### src/rtl/mux_scan_sampler_pkg.sv
// Shared types and constants for the mux scan sampler.
// Optional build macro used by the top: CONT_SCAN_EN.
package mux_scan_sampler_pkg;

   localparam int unsigned NCH   = 4;
   localparam int unsigned SEL_W = 2;
   localparam int unsigned CNT_W = 8;

   typedef enum logic [1:0] {
      StIdle = 2'd0,
      StScan = 2'd1,
      StHold = 2'd2
   } state_e;

endpackage

### src/rtl/mux_scan_sampler_dwell_timer.sv
// Dwell counter: counts clocks spent on one channel, flags the last one.
// tick is high while cnt == DWELL-1; the count wraps to 0 on an enabled tick.
module dwell_timer
   import mux_scan_sampler_pkg::*;
#(
   parameter int unsigned DWELL = 4
) (
   input  logic clk,
   input  logic rst_n,
   input  logic clr,
   input  logic en,
   output logic tick
);

   logic [CNT_W-1:0] cnt_q;

   assign tick = (cnt_q == CNT_W'(DWELL - 1));

   always_ff @(posedge clk) begin
      if (!rst_n) begin
         cnt_q <= '0;
      end else if (clr || (en && tick)) begin
         cnt_q <= '0;
      end else if (en) begin
         cnt_q <= cnt_q + 1'b1;
      end
   end

endmodule

### src/rtl/mux_scan_sampler.sv
// Steps a 4:1 mux select through all channels, samples F after each dwell and
// delivers the 4-bit word over valid/ready. CONT_SCAN_EN: rescan without start.
module mux_scan_sampler
   import mux_scan_sampler_pkg::*;
#(
   parameter int unsigned DWELL = 4
) (
   input  logic             clk,
   input  logic             rst_n,
   input  logic             start,
   output logic [SEL_W-1:0] sel,
   input  logic             mux_f,
   output logic [NCH-1:0]   word,
   output logic             word_valid,
   input  logic             word_ready,
   output logic             busy
);

   state_e           state_q, state_d;
   logic [SEL_W-1:0] sel_q, sel_d;
   logic [NCH-1:0]   word_q, word_d;
   logic             scanning;
   logic             tick;

   assign scanning = (state_q == StScan);

   // Held clear outside SCAN so every scan starts its first dwell at 0.
   dwell_timer #(
      .DWELL (DWELL)
   ) u_dwell_timer (
      .clk   (clk),
      .rst_n (rst_n),
      .clr   (!scanning),
      .en    (scanning),
      .tick  (tick)
   );

   always_comb begin
      state_d = state_q;
      sel_d   = sel_q;
      word_d  = word_q;
      case (state_q)
         StIdle: begin
            if (start) begin
               state_d = StScan;
               sel_d   = '0;
            end
         end
         StScan: begin
            if (tick) begin
               word_d[sel_q] = mux_f;
               if (sel_q == SEL_W'(NCH - 1)) begin
                  state_d = StHold;
                  sel_d   = '0;
               end else begin
                  sel_d = sel_q + 1'b1;
               end
            end
         end
         StHold: begin
            if (word_ready) begin
`ifdef CONT_SCAN_EN
               state_d = StScan;
`else
               state_d = StIdle;
`endif
            end
         end
         default: state_d = StIdle;
      endcase
   end

   always_ff @(posedge clk) begin
      if (!rst_n) begin
         state_q <= StIdle;
         sel_q   <= '0;
         word_q  <= '0;
      end else begin
         state_q <= state_d;
         sel_q   <= sel_d;
         word_q  <= word_d;
      end
   end

   assign sel        = sel_q;
   assign word       = word_q;
   assign word_valid = (state_q == StHold);
   assign busy       = (state_q != StIdle);

endmodule
### config.mk
export PLATFORM = sky130hd
export DESIGN_NAME = mux_scan_sampler
export DESIGN_NICKNAME = d
export VERILOG_FILES = /design/src/rtl/mux_scan_sampler_pkg.sv /design/src/rtl/mux_scan_sampler_dwell_timer.sv /design/src/rtl/mux_scan_sampler.sv
export SDC_FILE = /design/constraint.sdc
export NUM_CORES = 1
export LEC_CHECK = 0
export ABC_AREA = 1
export CORE_MARGIN = 2
export CORE_UTILIZATION = 40
export CTS_BUF_LIST = sky130_fd_sc_hd__clkbuf_4 sky130_fd_sc_hd__clkbuf_8
export CTS_CLUSTER_SIZE = 20
export DETAILED_ROUTE_END_ITERATION = 6
export HOLD_SLACK_MARGIN = 0.05
export PLACE_DENSITY = 0.63
export SETUP_SLACK_MARGIN = 0.05
export SYNTH_ARGS = -nofsm -noshare
export SYNTH_HDL_FRONTEND = slang
export SYNTH_HIERARCHICAL = 1
export SYNTH_SLANG_ARGS = --single-unit
### constraint.sdc
create_clock -name clk -period 2.9 [get_ports clk]
set_input_delay 0.58 -clock clk [delete_from_list [all_inputs] [get_ports clk]]
set_output_delay 0.58 -clock clk [all_outputs]
set_load 0.005 [all_outputs]
# [Word level (Yosys, flattened, before mapping)]
# Cells that the tools add are included.
[totals] reg_bits=16 latch_bits=0 ram_bits=0 romBits=0 in_bits=5 out_inout_bits=8 word_cells=40 mem_count=0
[op_classes] addsub=2 mul=0 n_div=0 magnitude_cmp=2 n_eq_ne=8 shift=0 muxes=12 bitwise_logic=1 n_reduce_logical=11
[op_table] operator="$mux W2" n=7
[op_table] operator="$add A8 B1 Y8 const B" n=1
[op_table] operator="$eq A8 B2 Y1 const B" n=1
[op_table] operator="$ne A2 B1 Y1 const B" n=3
[op_table] operator="$pmux W2 S3" n=1
[op_table] operator="$bwmux W4" n=1
[op_table] operator="$eq A2 B2 Y1 const B" n=2
[op_table] operator="$pmux W2 S2" n=1
[op_table] operator="$reduce_and A4 Y1" n=1
[op_table] operator="$reduce_bool A2 Y1" n=2
[op_table] operator="$lt A2 B3 Y1 const B" n=1
[op_table] operator="$reduce_and A3 Y1" n=1
[op_table] operator="$add A2 B1 Y2 const B" n=1
[op_table] operator="$demux W1 S2" n=1
[op_table] operator="$eq A2 B1 Y1 const B" n=1
[op_table] operator="$ge A2 B1 Y1 const B" n=1
[op_table] operator="$logic_and A1 B1 Y1" n=2
[op_table] operator="$logic_not A2 Y1" n=1
[op_table] operator="$ne A2 B2 Y1 const B" n=1
[op_table] operator="$reduce_and A2 Y1" n=1
[op_table] operator="$reduce_or A2 Y1" n=1
[op_table] operator="$logic_not A1 Y1" n=1
[op_table] operator="$logic_or A1 B1 Y1" n=1
[op_table] operator="$mux W1" n=1
[op_table] operator="$not A1 Y1" n=1

# [Logic depth before layout (Yosys ltp)]
# Gate-level depths: netlist (run 1).
[logic_depth] depth_word=5 ltp_mapped=10 depth_no_buf=10

# [Hierarchy]
# Netlist (run 1), hierarchy kept.
[modules_own_cells] module="mux_scan_sampler" instances=1 cells_per_inst=69 area_each_um2=490.5 seq_area_each_um2=160.2
[modules_own_cells] module="dwell_timer" instances=1 cells_per_inst=65 area_each_um2=432.9 seq_area_each_um2=160.2

# [Least setup slack after synthesis (run 1)]
# OpenSTA, ideal clock, no wires.
[synth_timing] path_kind="register to register" start="reg u_dwell_timer.cnt_q[0]" end="reg sel_q[0] (netlist: sel[0])" setup_ps=109 arrival_ps=1688 required_time_ps=2791 slack_ps=1103 path_stages_with_launch=9 path_buffers=0 period_less_slack_ps=1797 path_cell_list="dfxtp_1 ha_1 inv_1 nor4_1 nand3_2 nand2_1 nand2_1 inv_2 nor2_2"
[synth_between] elab_chain_len=3
[synth_rtl] element="start, declared" line_no="mux_scan_sampler_dwell_timer.sv:15" source="logic [CNT_W-1:0] cnt_q;"
[synth_rtl] element="start signal, assigned" line_no="mux_scan_sampler_dwell_timer.sv:25" source="cnt_q <= cnt_q + 1'b1;"
[synth_rtl] element="$eq A8 B2 Y1" line_no="mux_scan_sampler_dwell_timer.sv:17" source="assign tick = (cnt_q == CNT_W'(DWELL - 1));"
[synth_rtl] element="named net tick" line_no="mux_scan_sampler.sv:23" source="logic tick;"
[synth_rtl] element="$ne A2 B1 Y1 (no line)"
[synth_rtl] element="$reduce_and A3 Y1 (no line)"
[synth_rtl] element="end signal, assigned" line_no="mux_scan_sampler.sv:80" source="sel_q <= sel_d;"
[synth_rtl] element="end, declared" line_no="mux_scan_sampler.sv:20" source="logic [SEL_W-1:0] sel_q, sel_d;"
# The timed path passes the listed nets, and every way through them passes these cells.
# A chain may end at the register's enable or synchronous reset.

# [Worst setup path after layout (run 1)]
[layout_timing] start="reg state_q[0]" end="out busy"
[layout_between] elab_chain_len=1
[layout_rtl] element="start, declared" line_no="mux_scan_sampler.sv:19" source="state_e state_q, state_d;"
[layout_rtl] element="start signal, assigned" line_no="mux_scan_sampler.sv:75" source="state_q <= StIdle;"
[layout_rtl] element="start signal, assigned" line_no="mux_scan_sampler.sv:79" source="state_q <= state_d;"
[layout_rtl] element="$reduce_bool A2 Y1" line_no="mux_scan_sampler.sv:88" source="assign busy = (state_q != StIdle);"
[layout_rtl] element="end, declared" line_no="mux_scan_sampler.sv:16" source="output logic busy"
# No other way between the ends.

==> impl_results.md, run 1 <==
* Status: finished, final reports clean
* Clock transition at path regs at 0.09 ns
* Final WS setup at 0.826 ns
* Critical Path Fanout Max at 8
* Critical path capture point type: output port
* Routed wire per std cell at 9.17 um
* Post-Syn Area at 923 sq um
* Hold Crit Class: reg -> reg
* Nets@finish at 161
* Final core occ at 50.7%
* GR Util All Layers at between 10% and 20%
* Fmax at 482 MHz
* #FFs+latches synth at 16
* CTS H-tree lvls at 1
* Pleak at 0.512 nW
* # fillers at 223
* Pwr Density at 380 mW/mm^2
* Initial antenna violation count at 0
* Post-CTS Resized at 0
* Hold EP: word[2]
* Register area share after synthesis at approximately a third
* Pre-CTS setup slack at 1.13 ns
* Port bufs at 12
* Synth cell types at 23
* Setup Fix Bufs, Post-CTS at 0
* Final Max Tran Viols at 0
* Area delta synth->final at 20.3%
* Final wirelength at 1.63 mm
* R2R Setup Slk at 1.29 ns
* Vias in the first global route at 708
* Routability Congestion at 0.743
* Antenna viol nets, final at 0
* IO Pins at 13
* Sw frac at 23.8%
* Comb power frac at between 10% and 20%
* Cell depth of the worst flop-to-flop path at 9
* Core Rows at 17
* Startpoint Class: flip-flop
* Endpoints failing setup at 0
* Num CTS Buffers at 3
* Setup_tns at 0 ns
* DP HPWL at approximately 1.3 mm
* Vias at 798
* Int Pwr at 0.322 mW
* WHS at 0.522 ns
* Core area at between 0.002 and 0.0025 sq mm
* Final min period at around 2.1 ns
* Total gr overflow at 0
* Ys async rst share at 0%
* Vias per cell at 4.48
* Clk_skew at 0.00315 ns
* Reg power frac at a little over half
* CTS sink cnt at 16
* CTS tree: built
* DRC Markers at 0
* Largest net degree at the start of global routing at 10
* Ys flop type: dfxtp_1
* DRT Pass-1 Iters at 4
* CTS max path bufs at 2
* Die Area at between 0.002 and 0.003 sq mm
* Clock latency on the worst-skew pair at 0.28 ns
* WP data arrival at 1.49 ns
* Hold Path Depth at 4
* Syn Inst Count at 134
* Post-Syn Area per Cell at 6.89 sq um
* Worst EP required at about 2.3 ns
* Initial Util at about 42%
* Post-synthesis net count at 144
* First-pass GRT wire length at 2.79 mm
* Post-CTS Hold Buffers at 0
* Die H at 52.0 um
* Layout cells sized above 1 at 14.0%
* Slew @ Worst Pin at 0.427 ns
* VDD IR-drop max at about 0.17 mV
* Worst Hold Launch: word[2]
* Critical path type: reg -> out
* Final-report hold violation count at 0
* RSZ-0062 raised after global routing: no
* Switching Power at 0.101 mW
* Number of DRC markers in iteration 0 at 16
* ANT cells at 0
* Worst rel slew slack at 71.5%
* Post-route clock period utilization at 71.5%
* Clk pwr share at 34.4%
* Syn. warnings at 6
* Reg-to-Reg End: sel[0]
* Root buf cell: clkbuf_4
* Reg2reg start: u_dwell_timer/cnt_q[0]
* Max_cap viols at 0
* Number of flops mapped to enable cells by yosys at 0
* Chip Width at 52.0 um
power groups by stage:
| stage | combinational [mW] | sequential, mW | clock, mW |
|---|---|---|---|
| floorplan | 0.0328 | 0.232 | 0 |
| global route | 0.0520 | 0.232 | 0.159 |
| global placement | 0.0457 | 0.236 | 0 |
| CTS | 0.0467 | 0.231 | 0.150 |
| detailed placement | 0.0464 | 0.236 | 0 |
| finish | 0.0465 | 0.231 | 0.145 |
critical path: stages, from the launching register on:
cell and delay (ns):
dfxtp_1 0.59, nor2_4 0.08, inv_1 0.06, clkdlybuf4s50_1 0.48
area by class of cell:
type / count / area (sq um) / area share [%]
flip-flops and latches: 16 / 320 / 28.8
inverters: 25 / 96.3 / 8.67
well taps: 28 / 35.0 / 3.15
repair buffers: 13 / 128 / 11.5
multi-input cells: 92 / 495 / 44.6
clock buffers: 4 / 36.3 / 3.27
metrics by stage:
step / std cells / cell area, sq um / power [mW]
finish: 178 / 1110 / 0.423
global placement: 174 / 1070 / 0.281
CTS: 178 / 1110 / 0.427
floorplan: 134 / 923 / 0.265
detailed placement: 174 / 1070 / 0.282
global route: 178 / 1110 / 0.443
synthesized netlist by cell type (2+ instances only):
library cell | count | area, sq um
nor2_1 | 24 | 90.1
ha_1 | 5 | 62.6
nand4_1 | 3 | 18.8
inv_1 | 21 | 78.8
nand3_1 | 7 | 35.0
a21oi_1 | 2 | 10.0
xor2_1 | 2 | 17.5
nand2_2 | 3 | 18.8
dfxtp_1 | 16 | 320
nand2_1 | 33 | 124
nor2_4 | 3 | 33.8
nor2_2 | 2 | 12.5
inv_2 | 3 | 11.3
routing by layer:
layer	global-route usage [%]	vias to the layer above	share of wire, %
li1	-	435	-
met1	18.6	354	50
met2	20.9	7	47
met3	2.59	2	2.5
met4	6.58	0	0.74
met5	0	-	0
cell families after synthesis:
| group | Yosys count | synth area share [%] |
|---|---|---|
| adders and majority gates | 5 | 6.78 |
| DFF | 16 | 34.7 |
| and+or+nand+nor | 79 | 40.4 |
| AOI/OAI and AO/OA | 4 | 2.57 |
| buffers and inverters | 26 | 11.7 |
| xor gates and xnor gates | 3 | 2.85 |
| muxes | 1 | 1.08 |
worst max-delay path by stage:
stage | start | endpoint | slack [ns] | cells past startpoint
final | state_q[0] | busy | 0.83 | 3
after global routing | state_q[0] | busy | 0.76 | 3
after CTS | state_q[0] | busy | 0.81 | 3
after detailed placement | rst_n | u_dwell_timer/cnt_q[5] | 1.13 | 5
after global placement | state_q[0] | busy | 1.14 | 3
after floorplan | u_dwell_timer/cnt_q[0] | sel[0] | 1.10 | 8
sequential cells by signal, summed over array words and instances, names as in the netlist:
name	count
state_q	2
u_dwell_timer/cnt_q	8
word	4
sel	2
placed cells by master (no fill, tap or decap), drive strengths merged, types with 3 or more instances in the layout:
| cell | Yosys | routed |
|---|---|---|
| inv | 25 | 25 |
| nand4 | 4 | 4 |
| clkbuf | 0 | 4 |
| dfxtp | 16 | 16 |
| nor2 | 29 | 29 |
| ha | 5 | 5 |
| a21oi | 3 | 3 |
| nand2 | 37 | 37 |
| clkdlybuf4s50 | 0 | 12 |
| nand3 | 8 | 8 |
Power figures use the tool's default switching activity.
==> run 2: changes to the inputs <==
--- a/config.mk
+++ b/config.mk
@@ -12,7 +12,7 @@
 export CTS_CLUSTER_SIZE = 20
 export DETAILED_ROUTE_END_ITERATION = 6
 export HOLD_SLACK_MARGIN = 0.05
-export PLACE_DENSITY = 0.63
+export PLACE_DENSITY = 0.65
 export SETUP_SLACK_MARGIN = 0.05
 export SYNTH_ARGS = -nofsm -noshare
 export SYNTH_HDL_FRONTEND = slang
==> constraint.sdc (replaced) <==
create_clock -name clk -period 1.9 [get_ports clk]
set_input_delay 0.38 -clock clk [delete_from_list [all_inputs] [get_ports clk]]
set_output_delay 0.38 -clock clk [all_outputs]
set_load 0.005 [all_outputs]
==> impl_results.md, run 2 (synthesis results as in run 1) <==
* Setup_tns at 0 ns (unchanged)
* Largest net degree at the start of global routing at 9 (-1)
* Core area at 0.00219 sq mm (unchanged)
* Final Non-Filler Cells at 178 (unchanged)
* Max FFs per register at 8 (unchanged)
* Routability Congestion at 0.783 (+5.4%)
* Antenna viol nets, final at 0 (unchanged)
* Setup Fix Bufs, Post-CTS at 0 (unchanged)
* Fmax at slightly below 600 MHz
* RSZ-0062 raised after global routing: no
* GR Util met1 at 19.4% (+0.82 points)
* WHS at 0.518 ns (-0.00386 ns)
* Cell depth of the worst flop-to-flop path at 9 (unchanged)
* Nets@finish at 162 (+0.62%)
* ANT cells at 0 (unchanged)
* Clock transition at path regs at 0.09 ns (about the same)
* Root buf cell: clkbuf_4
* Clock latency on the worst-skew pair at 0.28 ns (about the same)
* Top cell family by delay on the critical path: buffers and inverters
* Worst EP required at 1.52 ns (-0.80 ns)
* Status: finished, final reports clean
* DRT Pass-1 Iters at 4 (unchanged)
* CTS sink cnt at 16 (unchanged)
* Final core occ at 50.5% (-0.17 points)
* Endpoints failing setup at 0 (unchanged)
* DRC Markers at 0 (unchanged)
* Die H at 52.0 um (unchanged)
* Worst Path Buf+Inv at 2 (unchanged)
* Final-report hold violation count at 0 (unchanged)
* Critical path capture point type: output port
* GR Util All Layers at 14.8% (+1.0 points)
* Worst rel slew slack at 80.4% (+8.9 points)
* Hold Crit Class: reg -> reg
* Final min period at 1.74 ns
* First-pass GRT wire length at 2.98 mm (+6.7%)
* Critical path depth at 3 (unchanged)
* Port bufs at 12 (unchanged)
* Most used routing layer: met2
* Top reg by flops: u_dwell_timer/cnt_q
* Initial Util at 42.1% (unchanged)
* Met2 Resource Use GR at 21.3% (+0.42 points)
* Critical path type: reg -> out
* Layout cells sized above 1 at 15.3% (+1.3 points)
* Vias per cell at 4.61 (+2.8%)
* Number of placed instances, taps included at 175 (+0.57%)
* Hold Path Depth at 4 (unchanged)
* Final wirelength at 1.64 mm (+0.37%)
* Routed wire per std cell at 9.20 um (+0.37%)
* Die Area at 0.00271 sq mm (unchanged)
* CTS max path bufs at 2 (unchanged)
* Post-route clock period utilization at 91.4%
* Chip Width at 52.0 um (unchanged)
* VDD IR-drop max at 0.301 mV (+72%)
* IO Pins at 13 (unchanged)
* CTS tree: built
* Max_cap viols at 0 (unchanged)
* Vias at 820 (+2.8%)
* Startpoint Class: flip-flop
* Post-CTS Hold Buffers at 0 (unchanged)
* Total gr overflow at 0 (unchanged)
* Num CTS Buffers at 3 (unchanged)
* Pwr Density at 545 mW/mm^2 (+43%)
* Clk_skew at 0.00433 ns (+0.00119 ns)
* Commonest non-fill, non-tap cell in the layout: nand2_1
* Initial antenna violation count at 0 (unchanged)
* CP max-delay cell: clkdlybuf4s50_1
* WP data arrival at 1.36 ns (-0.13 ns)
* Grt met3 use at 4.02% (+1.4 points)
* R2R Setup Slk at 0.34 ns (-0.95 ns)
* CP peak stage delay at 0.48 ns (-0.11 ns)
* Worst path cell trace: nor2_4 > inv_1 > clkdlybuf4s50_1
* Commonest cells after routing, fill and taps aside: 33 x nand2_1, 24 x nor2_1, 21 x inv_1
* Slew @ Worst Pin at 0.294 ns (-0.133 ns)
* DP HPWL at 1.26 mm (-4.9%)
* Pleak at 0.510 nW (-0.32%)
* Vias in the first global route at 755 (+6.6%)
* Core Rows at 17 (unchanged)
* Final Max Tran Viols at 0 (unchanged)
* CTS H-tree lvls at 1 (unchanged)
* Number of DRC markers in iteration 0 at 12 (-4)
* Critical Path Fanout Max at 8 (unchanged)
* Area delta synth->final at 19.9%
* Total power draw at 0.604 mW (+43%)
==> run 2: cell types whose count changed in the layout (fill, tap and decap cells not counted), sizes merged <==
cell,previous run,this run
buf,1,2
clkbuf,4,3
==> run 2: area by class of cell <==
type	count	area (sq um)
repair buffers	14	135
flip-flops and latches	16	323
multi-input cells	92	495
inverters	25	96.3
clock buffers	3	22.5
well taps	28	35.0
fillers	222	1080
==> run 2: repair_timing <==
| action | in CTS | in global routing |
|---|---|---|
| cloned | 0 | 0 |
| endpoints found under the setup margin | 1 | 1 |
| endpoints found under the hold margin | 0 | 0 |
| resized for setup | 1 | 1 |
==> run 2: worst reg2reg max path, delay by kind of cell, from the launching register on <==
family	cells	cell delay, ns
buffers and inverters	3	0.31
adders and majority gates	1	0.20
and+or+nand+nor	5	0.58
DFF	1	0.39
==> run 2: routing by layer <==
| metal | wire, um | vias to the layer above |
|---|---|---|
| met1 | 835 | 361 |
| met4 | 27 | 0 |
| met3 | 67 | 4 |
| met2 | 707 | 16 |
| met5 | 0 | - |
| li1 | - | 439 |
==> run 2: path summary, 6_finish.rpt <==
path	end	startpoint
worst max register to register	sel[0]	u_dwell_timer/cnt_q[0]
worst max-delay path	busy	state_q[0]
worst min-delay path	word[3]	word[3]
worst min register to register	word[3]	word[3]
==> run 2: through the flow <==
step	instance area, sq um	setup slack (ns)
2_1_floorplan	923	0.103
3_5_place_dp	1080	0.328
6_report	1110	0.164
4_1_cts	1110	0.0963
3_3_place_gp	1080	0.363
5_1_grt	1110	0.0887
==> run 2: power by group <==
part           internal (mW)  switching [mW]
clock                 0.0736           0.104
sequential             0.342          0.0115
combinational         0.0353          0.0373
total                  0.450           0.153
==> run 3: changes to the inputs <==
--- a/config.mk
+++ b/config.mk
@@ -12,7 +12,7 @@
 export CTS_CLUSTER_SIZE = 20
 export DETAILED_ROUTE_END_ITERATION = 6
 export HOLD_SLACK_MARGIN = 0.05
-export PLACE_DENSITY = 0.65
+export PLACE_DENSITY = 0.63
 export SETUP_SLACK_MARGIN = 0.05
 export SYNTH_ARGS = -nofsm -noshare
 export SYNTH_HDL_FRONTEND = slang
==> constraint.sdc (replaced) <==
create_clock -name clk -period 2.05 [get_ports clk]
set_input_delay 0.41 -clock clk [delete_from_list [all_inputs] [get_ports clk]]
set_output_delay 0.41 -clock clk [all_outputs]
set_load 0.005 [all_outputs]
==> impl_results.md, run 3 (synthesis results as in run 1) <==
* Status: finished, final reports clean
* DRC Markers at 0 (unchanged)
* VDD IR-drop max at 0.354 mV (+18%)
* # fillers at 228 (+2.7%)
* Area delta synth->final at 19.6%
* Slew @ Worst Pin at 0.438 ns (+0.144 ns)
* Worst rel slew slack at 70.8% (-9.6 points)
* Nets@finish at 162 (unchanged)
* Initial Util at 42.1% (unchanged)
* Hold Crit Class: reg -> reg
* Commonest cells after routing, fill and taps aside: 33 x nand2_1, 24 x nor2_1, 21 x inv_1
* Core area at 0.00219 sq mm (unchanged)
* RSZ-0062 raised after global routing: no
* Routability Congestion at 0.716 (-8.6%)
* CTS max path bufs at 2 (unchanged)
* ANT cells at 0 (unchanged)
* Final core occ at 50.4% (-0.11 points)
* Setup Fix Bufs, Post-CTS at 0 (unchanged)
* Endpoints failing setup at 0 (unchanged)
* Total gr overflow at 0 (unchanged)
* Final wirelength at 1.64 mm (+0.18%)
* Port bufs at 12 (unchanged)
* DP HPWL at 1.28 mm (+1.2%)
* IO Pins at 13 (unchanged)
* Antenna viol nets, final at 0 (unchanged)
* Final-report hold violation count at 0 (unchanged)
* CTS tree: built
* Top cell family by delay on the critical path: flip-flops
* First-pass GRT wire length at 2.99 mm (+0.47%)
* Pwr Density at 500 mW/mm^2 (-8.2%)
* Worst EP required at 1.64 ns (+0.12 ns)
* Top reg by flops: u_dwell_timer/cnt_q
* Pleak at 0.509 nW (-0.15%)
* Setup_tns at 0 ns (unchanged)
* Final min period at 1.90 ns
* Num CTS Buffers at 3 (unchanged)
* Vias per cell at 4.48 (-2.7%)
* Clock transition at path regs at 0.09 ns (about the same)
* Pre-CTS setup slack at 0.455 ns (+0.127 ns)
* GR Util All Layers at 14.7% (-0.045 points)
* Initial antenna violation count at 0 (unchanged)
* Startpoint Class: flip-flop
* Clk_skew at 0.00160 ns (-0.00273 ns)
* Root buf cell: clkbuf_4
* Die H at 52.0 um (unchanged)
* Max_cap viols at 0 (unchanged)
* Largest net degree at the start of global routing at 9 (unchanged)
* Post-CTS Resized at 0 (-1)
* Commonest non-fill, non-tap cell in the layout: nand2_1
* Total power draw at 0.553 mW (-8.4%)
* Clock latency on the worst-skew pair at 0.28 ns (about the same)
* Chip Width at 52.0 um (unchanged)
* CP peak stage delay at 0.60 ns (+0.12 ns)
* CTS sink cnt at 16 (unchanged)
* Vias in the first global route at 734 (-2.8%)
* Fmax at 526 MHz
* Critical Path Fanout Max at 8 (unchanged)
* Worst Path Buf+Inv at 2 (unchanged)
* CTS H-tree lvls at 1 (unchanged)
* Core Rows at 17 (unchanged)
* Layout cells sized above 1 at 14.0% (-1.3 points)
* Post-route clock period utilization at between 90 and 100%
* Die Area at 0.00271 sq mm (unchanged)
* Final Max Tran Viols at 0 (unchanged)
* Final WS setup at 0.148 ns (-0.0165 ns)
* Worst path cell trace: nor2_4 > inv_1 > clkdlybuf4s50_1
* Post-CTS Hold Buffers at 0 (unchanged)
* WP data arrival at 1.49 ns (+0.13 ns)
* Critical path capture point type: output port
* Vias at 798 (-2.7%)
* DRT Pass-1 Iters at 4 (unchanged)
* Number of DRC markers in iteration 0 at 19 (+7)
* Routed wire per std cell at 9.22 um (+0.18%)
* Max FFs per register at 8 (unchanged)
* CP max-delay cell: dfxtp_1
* Critical path type: reg -> out
## run 3: cell types whose count changed in the layout (fill, tap and decap cells not counted)
| cell | delta |
|---|---|
| dfxtp_1 | +2 |
| dfxtp_2 | -2 |
## run 3: where the power goes
| part | switching (mW) | leakage (nW) | total (mW) | internal, mW |
|---|---|---|---|---|
| combinational | 0.0339 | 0.366 | 0.0667 | 0.0328 |
| sequential | 0.0106 | 0.130 | 0.327 | 0.316 |
| clock | 0.0912 | 0.0138 | 0.159 | 0.0681 |
| total | 0.136 | 0.509 | 0.553 | 0.417 |
## run 3: layout make-up
cell class | instances | area, sq um | share of cell area (%)
clock buffer | 3 | 22.5 | 2.04
inverter | 25 | 96.3 | 8.72
multi-input combinational | 92 | 495 | 44.8
sequential | 16 | 320 | 29.0
tap | 28 | 35.0 | 3.17
timing repair buffer | 14 | 135 | 12.2
## run 3: per-stage QoR
stage / instance area, sq um / instances / hold WS, ns
after floorplan: 923 / 134 / 0.503
after global placement: 1080 / 175 / 0.497
after detailed placement: 1080 / 175 / 0.504
after CTS: 1100 / 178 / 0.519
after global routing: 1100 / 178 / 0.565
final: 1100 / 178 / 0.513
## run 3: layer usage
metal / routed length (um) / vias up / track usage [%]
met5: 0 / - / 0
met4: 9 / 0 / 6.58
met3: 54 / 2 / 2.59
met2: 723 / 9 / 22.2
met1: 854 / 349 / 20.3
li1: - / 438 / -
## run 3: path summary, 6_finish.rpt
check	startpoint	endpoint	slack [ns]	depth (start not counted)
worst max-delay path	state_q[0]	busy	0.15	3
worst min-delay path	word[1]	word[1]	0.51	4
worst max register to register	u_dwell_timer/cnt_q[0]	sel[1]	0.47	7
worst min register to register	word[1]	word[1]	0.51	4
## run 3: worst register-to-register path, cell delays in order, from the launching register on
cell	delay (ns)
dfxtp_1	0.39
ha_1	0.20
inv_1	0.06
nor4_1	0.27
buf_4	0.19
nand3_2	0.11
a21oi_1	0.19
nor2_1	0.07
